$ cat src/rtl/cmp_result_accumulator_pkg.sv
// cmp_pkg: FSM state encoding, default window length and one-hot flag check shared by the comparator result accumulator
package cmp_pkg;
  typedef enum logic [1:0] {IDLE = 2'd0, ACCUM = 2'd1, HOLD = 2'd2} state_t;
  localparam int WINDOW_DEFAULT = 8;
  function automatic logic onehot3(input logic l, input logic g, input logic e);
    return (l ^ g ^ e) & ~(l & g & e);
  endfunction
endpackage

$ cat src/rtl/cmp_result_accumulator_eq_run_tracker.sv
// eq_run_tracker: longest run of consecutive equal samples; ports clk, rst_n, clr (drop runs), en (accepted beat), eq (one-hot equal sample), max_run (registered), max_next (value max_run takes on this beat)
module eq_run_tracker #(
  parameter int CNT_W = 4
) (
  input  logic             clk,
  input  logic             rst_n,
  input  logic             clr,
  input  logic             en,
  input  logic             eq,
  output logic [CNT_W-1:0] max_run,
  output logic [CNT_W-1:0] max_next
);
  logic [CNT_W-1:0] cur_run, cur_next;
  always_comb begin
    cur_next = eq ? cur_run + CNT_W'(1) : '0;
    max_next = cur_next > max_run ? cur_next : max_run;
  end
  always_ff @(posedge clk or negedge rst_n) begin
    if (!rst_n) begin
      cur_run <= '0;
      max_run <= '0;
    end else if (clr) begin
      cur_run <= '0;
      max_run <= '0;
    end else if (en) begin
      cur_run <= cur_next;
      max_run <= max_next;
    end
  end
endmodule

$ cat src/rtl/cmp_result_accumulator.sv
// cmp_result_accumulator: tallies comparator flags over WINDOW samples and presents a registered summary; ports clk, rst_n, start, abort, in_valid/in_ready + less/greater/equal sample, out_valid/out_ready + lt/gt/eq counts, longest equal run, err
module cmp_result_accumulator
  import cmp_pkg::*;
#(
  parameter  int WINDOW = WINDOW_DEFAULT,
  localparam int CNT_W  = $clog2(WINDOW + 1)
) (
  input  logic             clk,
  input  logic             rst_n,
  input  logic             start,
  input  logic             abort,
  input  logic             in_valid,
  output logic             in_ready,
  input  logic             less,
  input  logic             greater,
  input  logic             equal,
  output logic             out_valid,
  input  logic             out_ready,
  output logic [CNT_W-1:0] out_lt_cnt,
  output logic [CNT_W-1:0] out_gt_cnt,
  output logic [CNT_W-1:0] out_eq_cnt,
  output logic [CNT_W-1:0] out_eq_run,
  output logic             out_err
);
  state_t state, state_nxt;
  logic [CNT_W-1:0] smp_cnt, lt_cnt, gt_cnt, eq_cnt, run_max, run_nxt;
  logic err, oh, acc, last, hs, clr;
  always_comb begin
    oh   = onehot3(less, greater, equal);
    acc  = in_valid && in_ready && !abort;
    last = acc && smp_cnt == CNT_W'(WINDOW - 1);
    hs   = out_valid && out_ready && !abort;
    clr  = abort || hs;
  end
  always_ff @(posedge clk or negedge rst_n) begin
    if (!rst_n) state <= IDLE;
    else state <= state_nxt;
  end
  always_comb begin
    state_nxt = abort            ? IDLE :
                state == IDLE    ? (start ? ACCUM : IDLE) :
                state == ACCUM   ? (last ? HOLD : ACCUM) :
                state == HOLD    ? (hs ? (start ? ACCUM : IDLE) : HOLD) :
                IDLE;
  end
  always_comb begin
    in_ready  = state == ACCUM;
    out_valid = state == HOLD;
  end
  eq_run_tracker #(.CNT_W(CNT_W)) u_run (
    .clk     (clk),
    .rst_n   (rst_n),
    .clr     (clr),
    .en      (acc),
    .eq      (oh && equal),
    .max_run (run_max),
    .max_next(run_nxt)
  );
  always_ff @(posedge clk or negedge rst_n) begin
    if (!rst_n) begin
      smp_cnt <= '0;
      lt_cnt  <= '0;
      gt_cnt  <= '0;
      eq_cnt  <= '0;
      err     <= 1'b0;
    end else if (clr) begin
      smp_cnt <= '0;
      lt_cnt  <= '0;
      gt_cnt  <= '0;
      eq_cnt  <= '0;
      err     <= 1'b0;
    end else if (acc) begin
      smp_cnt <= smp_cnt + CNT_W'(1);
      lt_cnt  <= lt_cnt + CNT_W'(oh && less);
      gt_cnt  <= gt_cnt + CNT_W'(oh && greater);
      eq_cnt  <= eq_cnt + CNT_W'(oh && equal);
      err     <= err | !oh;
    end
  end
  // Summary includes the closing sample, so it is built from the pre-update counters plus that sample.
  always_ff @(posedge clk or negedge rst_n) begin
    if (!rst_n) begin
      out_lt_cnt <= '0;
      out_gt_cnt <= '0;
      out_eq_cnt <= '0;
      out_eq_run <= '0;
      out_err    <= 1'b0;
    end else if (last) begin
      out_lt_cnt <= lt_cnt + CNT_W'(oh && less);
      out_gt_cnt <= gt_cnt + CNT_W'(oh && greater);
      out_eq_cnt <= eq_cnt + CNT_W'(oh && equal);
      out_eq_run <= run_nxt;
      out_err    <= err | !oh;
    end
  end
endmodule

$ cat config.mk
export PLATFORM = sky130hd
export DESIGN_NAME = cmp_result_accumulator
export DESIGN_NICKNAME = d
export VERILOG_FILES = /design/src/rtl/cmp_result_accumulator_pkg.sv /design/src/rtl/cmp_result_accumulator_eq_run_tracker.sv /design/src/rtl/cmp_result_accumulator.sv
export SDC_FILE = /design/constraint.sdc
export NUM_CORES = 1
export LEC_CHECK = 0
export BUFFER_PORTS_ARGS = -buffer_cell sky130_fd_sc_hd__buf_2
export CAP_MARGIN = 20
export CORE_ASPECT_RATIO = 1.25
export CORE_MARGIN = 3
export CORE_UTILIZATION = 50
export CTS_BUF_LIST = sky130_fd_sc_hd__clkbuf_8
export CTS_CLUSTER_SIZE = 28
export DETAILED_ROUTE_END_ITERATION = 6
export GPL_ROUTABILITY_DRIVEN = 1
export PLACE_DENSITY = 0.75
export SYNTH_ARGS = -nofsm -noshare
export SYNTH_HDL_FRONTEND = slang
export SYNTH_SLANG_ARGS = --single-unit
export TNS_END_PERCENT = 1
$ cat constraint.sdc
create_clock -name clk -period 2.25 [get_ports clk]
set_input_delay 0.225 -clock clk [delete_from_list [all_inputs] [get_ports clk]]
set_output_delay 0.225 -clock clk [all_outputs]
set_load 0.005 [all_outputs]
; ---- Word-level counts from Yosys, hierarchy flattened
; Cells that the tools add are included.
; Widths: inputs -> output; s select.
[word_totals]
regBits = 44
[classes]
n_bitwise = 7
mux = 23
n_reduce_logical = 13
addsub = 5
eq_ne = 3
order_cmp = 1
[ops]
columns = cell, count
row1 = $mux 4, 14
row2 = $add 4x1->4, 3
row3 = $mux 2, 6
row4 = $add 4x1->4 const B, 2
row5 = $logic_and 1x1->1, 8
row6 = $eq 4x3->1 const B, 1
row7 = $gt 4x4->1, 1
row8 = $and 1x1->1, 3
row9 = $mux 1, 3
row10 = $eq 2x1->1 const B, 1
row11 = $eq 2x2->1 const B, 1
row12 = $logic_not 1->1, 2
row13 = $logic_not 2->1, 1
row14 = $reduce_bool 2->1, 1
row15 = $xor 1x1->1, 2
row16 = $logic_or 1x1->1, 1
row17 = $not 1->1, 1
row18 = $or 1x1->1, 1

; ---- Longest topological paths before layout
; Gate-level depths: netlist of run 1.
[logic_depth]
depth_word = 10
depth_mapped = 10
mapped_depth_nobuf = 10

; ---- Hierarchy
; From an unflattened synthesis of run 1, not the netlist that was laid out.
[unflattened]
hier_cells = 186
hier_area_um2 = 2273.4
[modules_own_cells]
columns = mod, instances, cells_per_inst, area_each_um2
row1 = cmp_result_accumulator, 1, 129, 1684.1
row2 = eq_run_tracker, 1, 57, 589.3

; ---- Worst setup path before layout of run 1
; No wires, ideal clock.
[synth_timing]
kind = input-to-reg
from = in less
to = reg u_run.max_run[2]
n_path_buf = 0
path_stages = 8
arrival_time_ps = 2411
setup_ps = 126
slack_ps = -287
path_cell_list = ha_1 -> or3b_2 -> inv_1 -> and2_1 -> ha_1 -> a41oi_1 -> a211oi_1 -> a221o_1
[synth_via]
elab_chain_cells = 10
word_cells_on_any_way = 12
[synth_rtl]
columns = item, line
row1 = "start, declared", cmp_result_accumulator.sv:14  ; input logic less,
row2 = $and 1x1->1 (2 in series), cmp_result_accumulator_pkg.sv:6  ; return (l ^ g ^ e) & ~(l & g & e);
row3 = $not 1->1, cmp_result_accumulator_pkg.sv:6
row4 = $and 1x1->1 *, cmp_result_accumulator_pkg.sv:6
row5 = $logic_and 1x1->1 *, cmp_result_accumulator.sv:55  ; .eq (oh && equal),
row6 = $mux 4 *, cmp_result_accumulator_eq_run_tracker.sv:15  ; cur_next = eq ? cur_run + CNT_W'(1) : '0;
row7 = $gt 4x4->1, cmp_result_accumulator_eq_run_tracker.sv:16  ; max_next = cur_next > max_run ? cur_next : max_run;
row8 = $mux 4 *, cmp_result_accumulator_eq_run_tracker.sv:16
row9 = $mux 4 *, cmp_result_accumulator_eq_run_tracker.sv:25  ; end else if (en) begin
row10 = $mux 4 *, cmp_result_accumulator_eq_run_tracker.sv:22  ; end else if (clr) begin
row11 = "end signal, assigned", cmp_result_accumulator_eq_run_tracker.sv:27  ; max_run <= max_next;
row12 = "end, declared", cmp_result_accumulator_eq_run_tracker.sv:10  ; output logic [CNT_W-1:0] max_run,
; Every way passes the cells marked *; elsewhere a longest branch is shown, timed or not. The select of a mux whose other input is x is not followed.
; A chain may end at the register's enable or synchronous reset.

; ---- Final worst setup path of run 1
[layout_timing]
from = in less
to = reg u_run.max_run[1]
; Same word-level chain as after synthesis.

==> flow_summary.yaml, run 1 <==
layout:
  fill_cells: 372
  antennaDiodeCount: 0
  regArea_sq_um: 1101
  drive_above_1_share_pct: 23.35
  area_growth_pct: 19.38
  final_nets: 278
  multi_input_area_sq_um: 1100
setup_path:
  cp_slowest_cell: "or3b_4"
  path_depth: 9
  r2r_end: "u_run.max_run[1]"
  cp-end-kind: "flop"
  cp_top_family: "simple AND/OR/NAND/NOR gates"
  critPathBufInv: 1
  slowest_delay_ns: 0.44
  crit_type: "input port to flop"
  rr_worst_depth: 8
  reg2reg_from: "u_run.cur_run[0]"
  required_ns: 2.49
  cp-start-kind: "input port"
  crit_path_cell_trace: "buf_2 > ha_1 > or3b_4 > nor2_4 > ha_4 > a211oi_2 > nand2_1 > a211oi_1 > a221o_1"
  r2r_slack_ns: 0.03
  crit_path_max_fanout: 8
  worstPathArrival_ns: 2.46
logic_synthesis:
  ys_types: 39
  synth_ff_type: "dfrtp_1"
  ys_seq_elements: 44
  syn_area_sq_um: 2215
  synth_warnings: 0
  ys_async_sr_fraction_pct: 100.0
  synth_nets: 240
  synth_edf_count: 0
  syn_inst: 218
  yosysSeqAreaShare_pct: 49.72
  avgSynthCellArea_sq_um: 10.16
cts:
  clockBufferDepth: 2
  clkTransAtPathRegs_ns: 0.08
  cts.sinks: 44
  clock_insertion_delay_worst_skew_ns: 0.29
  htree_levels: 2
  cts_setup_buffers: 0
  cts_root_buf: "clkbuf_8"
  cts_tree: "done"
  cts_buffers: 5
placed_design:
  gp_congestion: 0.8835
  port_buffers: 27
  dp_hpwl_mm: 3.177
  dp_slack_ns: -0.2190
worst_hold_path:
  min_from: "start"
  min_to: "state[0]"
  holdPathStages: 3
  min_path_type: "input port to flop"
global_route:
  track_usage_pct: 19.31
  grt_overflow: 0
  grt_max_degree: 27
  grt_pass1_wl_mm: 7.872
  first_global_vias: 1736
  antenna_found_initial: 0
sta:
  layout_setup_ws_ns: 0.02703
  min_period_ns: 2.223
  maxSlewHeadroom_pct: 59.81
  finalCritPeriodShare_pct: 98.80
  tightest_slew_ns: 0.6028
  hold_slack_ns: 0.1775
  slew_viol_final: 0
  tns_ns: 0
  setup_viol: 0
  clock.fmax_mhz: 449.8
  hold_violations: 0
  fin_skew_ns: 0.005609
drt:
  vias: 1724
  drc_errors: 0
  wirelength_mm: 4.454
  viasPerCell: 5.508
  wl_per_cell_um: 14.23
  first_iter_violations: 69
  antenna_left: 0
  first_pass_iters: 4
run:
  max-cap-violations: 0
floorplanning:
  die_h_um: 80.41
  core-area_sq_um: 4164
  chipWidth_um: 65.53
  pin_count: 28
  rows: 26
  start_util_pct: 53.19
  die_area_sq_um: 5269
status:
  status: "finished clean"
power:
  power_uw: 1516
  p_per_area_nw_per_um2: 573.4
  peakVddDrop_v: 0.0003488
  p_leak_uw: 0.001329
==> cell usage after synthesis (all sizes together) (2+ instances only) <==
library cell  number  share of area (%)
nor3               2               0.45
o21ai             22                5.0
nor4b              2                1.1
ha                13                7.3
clkbuf             3               0.51
a221o              4                1.8
a22o              10                4.0
nand2             37                6.3
and2               2               0.56
xnor2              4                1.6
nor2b              5                1.4
nor2              17                2.9
a21oi              4               0.90
a31oi              4                1.1
dfrtp             44                 50
a211oi             5                1.9
inv                6                1.0
nand3              8                1.8
xor2               5                2.0
buf                7                2.3
==> registers in the layout, indices dropped and copies added, names as in the netlist, 2 cells and up <==
register       count
gt_cnt             4
out_eq_run         4
eq_cnt             4
smp_cnt            4
lt_cnt             4
state              2
u_run.max_run      4
out_gt_cnt         4
out_eq_cnt         4
u_run.cur_run      4
out_lt_cnt         4
==> layout by cell type (no fill, tap or decap), types with 2 or more instances in the layout <==
cell and n:
a21oi_1 4, xnor2_1 4, nand2_1 37, inv_1 7, a221o_1 4, a31oi_1 4
dfrtp_1 44, buf_2 27, ha_1 11, buf_4 13, nor2_1 15, nand3_1 8
a211oi_2 2, nor2_4 2, nor2b_1 5, o21ai_1 3, xor2_1 5, clkbuf_8 5
a211oi_1 3, a22o_1 10, o21ai_0 19
==> routing by layer <==
metal | global-route usage [%] | wire length [um]
met5 | 0 | 0
met4 | 7.884 | 82
met3 | 3.357 | 200
met2 | 31.61 | 2105
met1 | 25.16 | 2066
==> through the flow <==
stage                     instance area (sq um)  cells  utilization [%]
after floorplan                            2268    218                -
after global placement                     2510    304            60.28
after detailed placement                   2510    304            60.28
after CTS                                  2628    313            63.10
after global routing                       2644    313            63.49
final                                      2644    313            63.49
==> worst max-delay path by stage <==
| stage | endpoint | start |
|---|---|---|
| floorplan | u_run.max_run[0] | less |
| global placement | u_run.max_run[1] | less |
| detailed placement | u_run.max_run[3] | less |
| CTS | u_run.max_run[2] | u_run.cur_run[1] |
| global route | u_run.max_run[1] | u_run.cur_run[0] |
| finish | u_run.max_run[1] | less |
==> kinds of logic after synthesis <==
kind of cell	synth area share, %
muxes	0.5084
xor gates and xnor gates	3.559
adders and majority gates	7.345
AOI/OAI and AO/OA	15.88
DFF	49.72
buffers and inverters	3.785
and+or+nand+nor	19.21
==> final cells by class <==
type                            count  area share (%)
Tap cell                           56           2.650
Sequential cell                    44           41.65
Multi-Input combinational cell    158           41.60
Inverter                            6          0.8519
Clock inverter                      3           1.467
Clock buffer                        5           2.603
Timing Repair Buffer               41           9.181
==> tightest hold or removal path: stages <==
cell	delay [ns]
buf_2	0.10
nand2_1	0.05
a21oi_1	0.05
==> what timing repair did <==
action,CTS,global route
hold buffers,1,0
endpoints found under the setup margin,0,7
gates resized for setup,0,4
endpoints found under the hold margin,18,0
==> report_power, final <==
part / switching (uW) / leakage (uW) / internal, uW
clock: 259 / 0.0000593 / 325
combinational: 74.5 / 0.000658 / 49.0
sequential: 10.6 / 0.000612 / 797
total: 345 / 0.00133 / 1170
Note: power is estimated with default switching activity, not from simulation.
==> inputs of run 2 (changes only) <==
- ABC_AREA: default -> 1
==> flow_summary.yaml, run 2 <==
layout:
  area_growth_pct: 15.41
  final_nets: 305
  mostFrequentLayoutCell: "nand2_1"
  drive_above_1_share_pct: 20.85
  regArea_sq_um: 1101
  multi_input_area_sq_um: 940.9
  fill_cells: 381
  antennaDiodeCount: 0
  final_cell_mix: "nand2_1 (69), dfrtp_1 (44), inv_1 (29)"
global_route:
  first_global_vias: 1652
  grt_max_degree: 19
  grt_overflow: 0
  antenna_found_initial: 0
  grt_pass1_wl_mm: 7.438
  track_usage_pct: 18.35
placed_design:
  gp_congestion: 0.8251
  port_buffers: 27
  dp_hpwl_mm: 3.035
logic_synthesis:
  ys_seq_elements: 44
  yosysTopAreaCell: "dfrtp_1"
  syn_inst: 248
  synth_ff_type: "dfrtp_1"
  ys_types: 28
  ys_async_sr_fraction_pct: 100.0
  syn_area_sq_um: 2216
  synthTopCellsByCount: "nand2_1 (69), dfrtp_1 (44), inv_1 (29)"
  synth_nets: 270
  post-synth-top-area-fraction_pct: 49.69
  yosysSeqAreaShare_pct: 49.69
  synth_most_common_cell: "nand2_1"
  avgSynthCellArea_sq_um: 8.935
  synthTopCellsByArea: "dfrtp_1 (50%), nand2_1 (12%), ha_1 (7.3%)"
  synth_edf_count: 0
  synth_warnings: 0
setup_path:
  rr_worst_depth: 12
  worstPathArrival_ns: 2.12
  cp-start-kind: "flop"
  crit_type: "flop to flop"
  reg2reg_from: "u_run.cur_run[0]"
  r2r_slack_ns: 0.32
  required_ns: 2.44
  crit_path_max_fanout: 5
  cp-end-kind: "flop"
  r2r_end: "out_eq_run[2]"
sta:
  tns_ns: 0
  min_period_ns: 1.935
  rsz0062_at_grt: "no"
  setup_viol: 0
  maxSlewHeadroom_pct: 73.31
  fin_skew_ns: 0.004741
  tightest_slew_ns: 0.4004
  slew_viol_final: 0
  finalCritPeriodShare_pct: 85.98
  clock.fmax_mhz: 516.9
  hold_violations: 0
cts:
  post_cts_resized: 0
  cts.sinks: 44
  cts_tree: "done"
  cts_buffers: 5
  clock_insertion_delay_worst_skew_ns: 0.30
  cts_root_buf: "clkbuf_8"
  clkTransAtPathRegs_ns: 0.08
  clockBufferDepth: 2
  htree_levels: 2
  cts_setup_buffers: 0
power:
  clockPowerShare_pct: 41.8
  peakVddDrop_v: 0.0003999
  p_sw_uw: 395.8
  comb_power_share_pct: 9.6
  sw_frac_of_total_pct: 23.39
  seq_power_share_pct: 48.6
  p_leak_uw: 0.001365
  p_per_area_nw_per_um2: 661.6
  p_int_uw: 1296
  power_uw: 1692
drt:
  first_iter_violations: 66
  wirelength_mm: 4.111
  antenna_left: 0
  vias: 1670
  viasPerCell: 4.926
  drc_errors: 0
  first_pass_iters: 4
  wl_per_cell_um: 12.13
worst_hold_path:
  min_from: "abort"
  min_path_type: "input port to flop"
  holdPathStages: 2
  min_to: "state[0]"
floorplanning:
  die_area_sq_um: 5272
  start_util_pct: 53.22
  chipWidth_um: 65.55
  core-area_sq_um: 4164
  rows: 26
  die_h_um: 80.43
  pin_count: 28
status:
  status: "finished clean"
run:
  max-cap-violations: 0
[run 2: routing by layer]
| metal | vias to the layer above | global-route usage [%] | wire length (um) |
|---|---|---|---|
| met4 | 0 | 6.432 | 83 |
| met2 | 26 | 31.00 | 2077 |
| met5 | - | 0 | 0 |
| li1 | 865 | - | - |
| met3 | 7 | 3.776 | 152 |
| met1 | 772 | 23.14 | 1798 |
[run 2: kinds of logic (layout without fill, tap and decap cells)]
family | Yosys count | count (layout) | share of synthesized area, %
AO/OA/AOI/OAI | 35 | 35 | 10.22
AND/OR/NAND/NOR | 109 | 109 | 21.74
buffers and inverters | 39 | 74 | 7.848
adder cells (fa/ha/maj) | 13 | 13 | 7.341
flip-flops | 44 | 44 | 49.69
XOR/XNOR | 8 | 8 | 3.162
[run 2: worst max-delay path: stages (launching register included)]
cell     delay [ns]
dfrtp_1        0.41
ha_1           0.22
xor2_1         0.15
nand2_1        0.08
inv_1          0.05
ha_1           0.26
nand2_1        0.05
inv_1          0.06
nand3_1        0.15
nand2_1        0.18
nand2_1        0.09
nand3_1        0.08
nand2_1        0.05
[run 2: timing repair]
item | 4_1_cts | 5_1_grt
hold buffers | 1 | 0
setup endpoints to repair | 0 | 0
endpoints found under the hold margin | 16 | 0
[run 2: power by group through the flow]
stage               combinational, uW  sequential (uW)  clock [uW]
floorplan                         112              836           0
global placement                  159              838           0
detailed placement                161              838           0
CTS                               165              822         722
global route                      191              825         750
finish                            163              823         707
[run 2: how the worst max path moves through the flow]
stage          cells past startpoint             start             to
2_1_floorplan                     15              less  out_eq_run[0]
3_3_place_gp                      16              less  out_eq_run[3]
3_5_place_dp                      16              less  out_eq_run[3]
4_1_cts                           12  u_run.cur_run[0]  out_eq_run[2]
5_1_grt                           12  u_run.cur_run[0]  out_eq_run[0]
6_report                          12  u_run.cur_run[0]  out_eq_run[2]
[run 2: stage by stage]
step	instance area [sq um]	hold slack (ns)	setup slack [ns]	utilization (%)	cells
floorplan	2216	-0.07059	0.4057	-	248
global placement	2419	0.1787	0.1457	58.08	331
detailed placement	2419	0.1822	0.09583	58.08	331
CTS	2557	0.1552	0.3076	61.42	339
global route	2557	0.1640	0.1017	61.42	339
finish	2557	0.1624	0.3153	61.42	339
[run 2: layout make-up]
type / instances / share of cell area, %
Clock buffer: 5 / 2.691
Clock inverter: 2 / 2.348
Inverter: 33 / 4.941
Multi-Input combinational cell: 165 / 36.79
Sequential cell: 44 / 43.05
Tap cell: 56 / 2.740
Timing Repair Buffer: 34 / 7.436
==> inputs of run 3 (changes only) <==
- PLACE_DENSITY: 0.75 -> 0.72
- SYNTH_HIERARCHICAL: default -> 1
- clock period: 2.25 -> 2.5 ns (I/O delays scaled with it)
==> flow_summary.yaml, run 3 <==
logic_synthesis:
  synth_nets: 293
  ys_async_sr_fraction_pct: 100.0
  syn_area_sq_um: 2253
  synthTopCellsByArea: "dfrtp_1 (49%), nand2_1 (15%), ha_1 (7.2%)"
  synth_edf_count: 0
  post-synth-top-area-fraction_pct: 48.86
  synth_ff_type: "dfrtp_1"
  syn_inst: 271
  yosysTopAreaCell: "dfrtp_1"
  ys_types: 25
  ys_seq_elements: 44
  synthTopCellsByCount: "nand2_1 (91), dfrtp_1 (44), inv_1 (32)"
  yosysSeqAreaShare_pct: 48.86
  avgSynthCellArea_sq_um: 8.315
  synth_most_common_cell: "nand2_1"
  synth_warnings: 6
global_route:
  grt_max_degree: 45
  first_global_vias: 1818
  grt_overflow: 0
  track_usage_pct: 19.46
  antenna_found_initial: 0
  grt_pass1_wl_mm: 8.004
layout:
  final_nets: 323
  fill_cells: 379
  final_cell_mix: "nand2_1 (91), dfrtp_1 (44), inv_1 (32)"
  drive_above_1_share_pct: 17.55
  mostFrequentLayoutCell: "nand2_1"
  multi_input_area_sq_um: 983.4
  antennaDiodeCount: 0
  area_growth_pct: 13.38
  regArea_sq_um: 1101
status:
  status: "finished clean"
setup_path:
  path_common_cell: "nand2_1"
  crit_path_cell_trace: "ha_1 > or2_1 > nand3_2 > inv_1 > ha_1 > nand2_1 > inv_2 > nand2_1 > nand2_2 > nand3_1 > and2_1 > nand2_1 > nand2_1"
  slowest_delay_ns: 0.42
  worstPathArrival_ns: 2.30
  crit_path_max_fanout: 5
  cp-start-kind: "flop"
  critPathLaunch: "u_run/cur_run[0]"
  crit_type: "flop to flop"
  required_ns: 2.69
  cp-end-kind: "flop"
  cp_top_family: "simple AND/OR/NAND/NOR gates"
  cp_slowest_cell: "dfrtp_1"
  critPathBufInv: 2
  reg2reg_from: "u_run/cur_run[0]"
floorplanning:
  die_h_um: 81.06
  chipWidth_um: 66.05
  start_util_pct: 53.28
  rows: 26
  core-area_sq_um: 4229
  die_area_sq_um: 5353
  pin_count: 28
cts:
  clkTransAtPathRegs_ns: 0.09
  hold_buffers: 0
  cts_root_buf: "clkbuf_8"
  cts.sinks: 44
  cts_buffers: 5
  clockBufferDepth: 2
  post_cts_resized: 0
  cts_setup_buffers: 0
  clock_insertion_delay_worst_skew_ns: 0.30
  cts_tree: "done"
  htree_levels: 2
sta:
  setup_viol: 0
  finalCritPeriodShare_pct: 84.45
  hold_violations: 0
  min_period_ns: 2.111
  maxSlewHeadroom_pct: 34.62
  hold_slack_ns: 0.1075
  slew_viol_final: 0
  tightest_slew_ns: 0.9808
  fin_skew_ns: 0.008912
  clock.fmax_mhz: 473.6
  rsz0062_at_grt: "no"
  tns_ns: 0
power:
  p_per_area_nw_per_um2: 564.2
  p_leak_uw: 0.001414
  peakVddDrop_v: 0.0003585
worst_hold_path:
  min_path_type: "input port to async pin"
drt:
  drc_errors: 0
  wirelength_mm: 4.556
  viasPerCell: 5.134
  vias: 1838
  first_pass_iters: 4
  first_iter_violations: 105
  wl_per_cell_um: 12.73
  antenna_left: 0
placed_design:
  dp_hpwl_mm: 3.254
  gp_congestion: 0.8731
  port_buffers: 27
run:
  max-cap-violations: 0
-- run 3: cell types whose count changed after synthesis, moves of 4 or more --
| cell | before | now |
|---|---|---|
| nand4_1 | 2 | 8 |
| xor2_1 | 4 | 0 |
| nand2_1 | 69 | 91 |
| o21ai_2 | 8 | 0 |
| nand3_1 | 21 | 17 |
| and2_1 | 0 | 4 |
| o21ai_0 | 16 | 22 |
-- run 3: cells by family after synthesis --
| family | Yosys count | synth area share, % |
|---|---|---|
| AOI/OAI and AO/OA | 29 | 6.719 |
| xor gates and xnor gates | 3 | 1.166 |
| adders and majority gates | 13 | 7.218 |
| buffers and inverters | 40 | 7.496 |
| DFF | 44 | 48.86 |
| and+or+nand+nor | 142 | 28.54 |
-- run 3: routing by layer --
metal  global-route usage (%)  vias to the layer above  part of all wire [%]
met3                    3.734                       11                   2.9
met4                    9.350                        0                   2.4
li1                         -                      924                     -
met2                    35.01                       37                    52
met1                    21.88                      866                    43
met5                        0                        -                     0
-- run 3: area by class of cell --
class / count / area share, %
Clock buffer: 7 / 3.771
Multi-Input combinational cell: 187 / 38.49
Clock inverter: 1 / 1.175
Inverter: 35 / 5.142
Timing Repair Buffer: 28 / 5.583
Sequential cell: 44 / 43.10
Tap cell: 56 / 2.742
-- run 3: worst paths after layout --
kind / end / slack (ns) / cells past startpoint
setup / recovery: out_eq_run[0] / 0.39 / 13
hold / removal: out_gt_cnt[1] / 0.11 / 1
setup reg to reg: out_eq_run[0] / 0.39 / 13
hold reg to reg: out_eq_run[1] / 0.48 / 2
max in group asynchronous: out_eq_run[3] / 1.78 / 1
min in group clk: state[1] / 0.15 / 2
-- run 3: power by group --
part | internal [uW] | leakage [uW] | switching (uW)
clock | 353 | 0.0000645 | 248
sequential | 717 | 0.000612 | 5.36
combinational | 37.8 | 0.000737 | 80.6
-- run 3: per-stage QoR --
step | std cells | total power [uW] | worst slack, ns | util [%] | cell area [sq um]
3_5_place_dp | 350 | 852.8 | 0.1837 | 57.43 | 2429
2_1_floorplan | 271 | 810.8 | 0.2970 | - | 2253
5_1_grt | 358 | 1493 | 0.2393 | 60.41 | 2555
3_3_place_gp | 350 | 849.9 | 0.2768 | 57.43 | 2429
6_report | 358 | 1442 | 0.3887 | 60.41 | 2555
4_1_cts | 358 | 1454 | 0.4150 | 60.41 | 2555
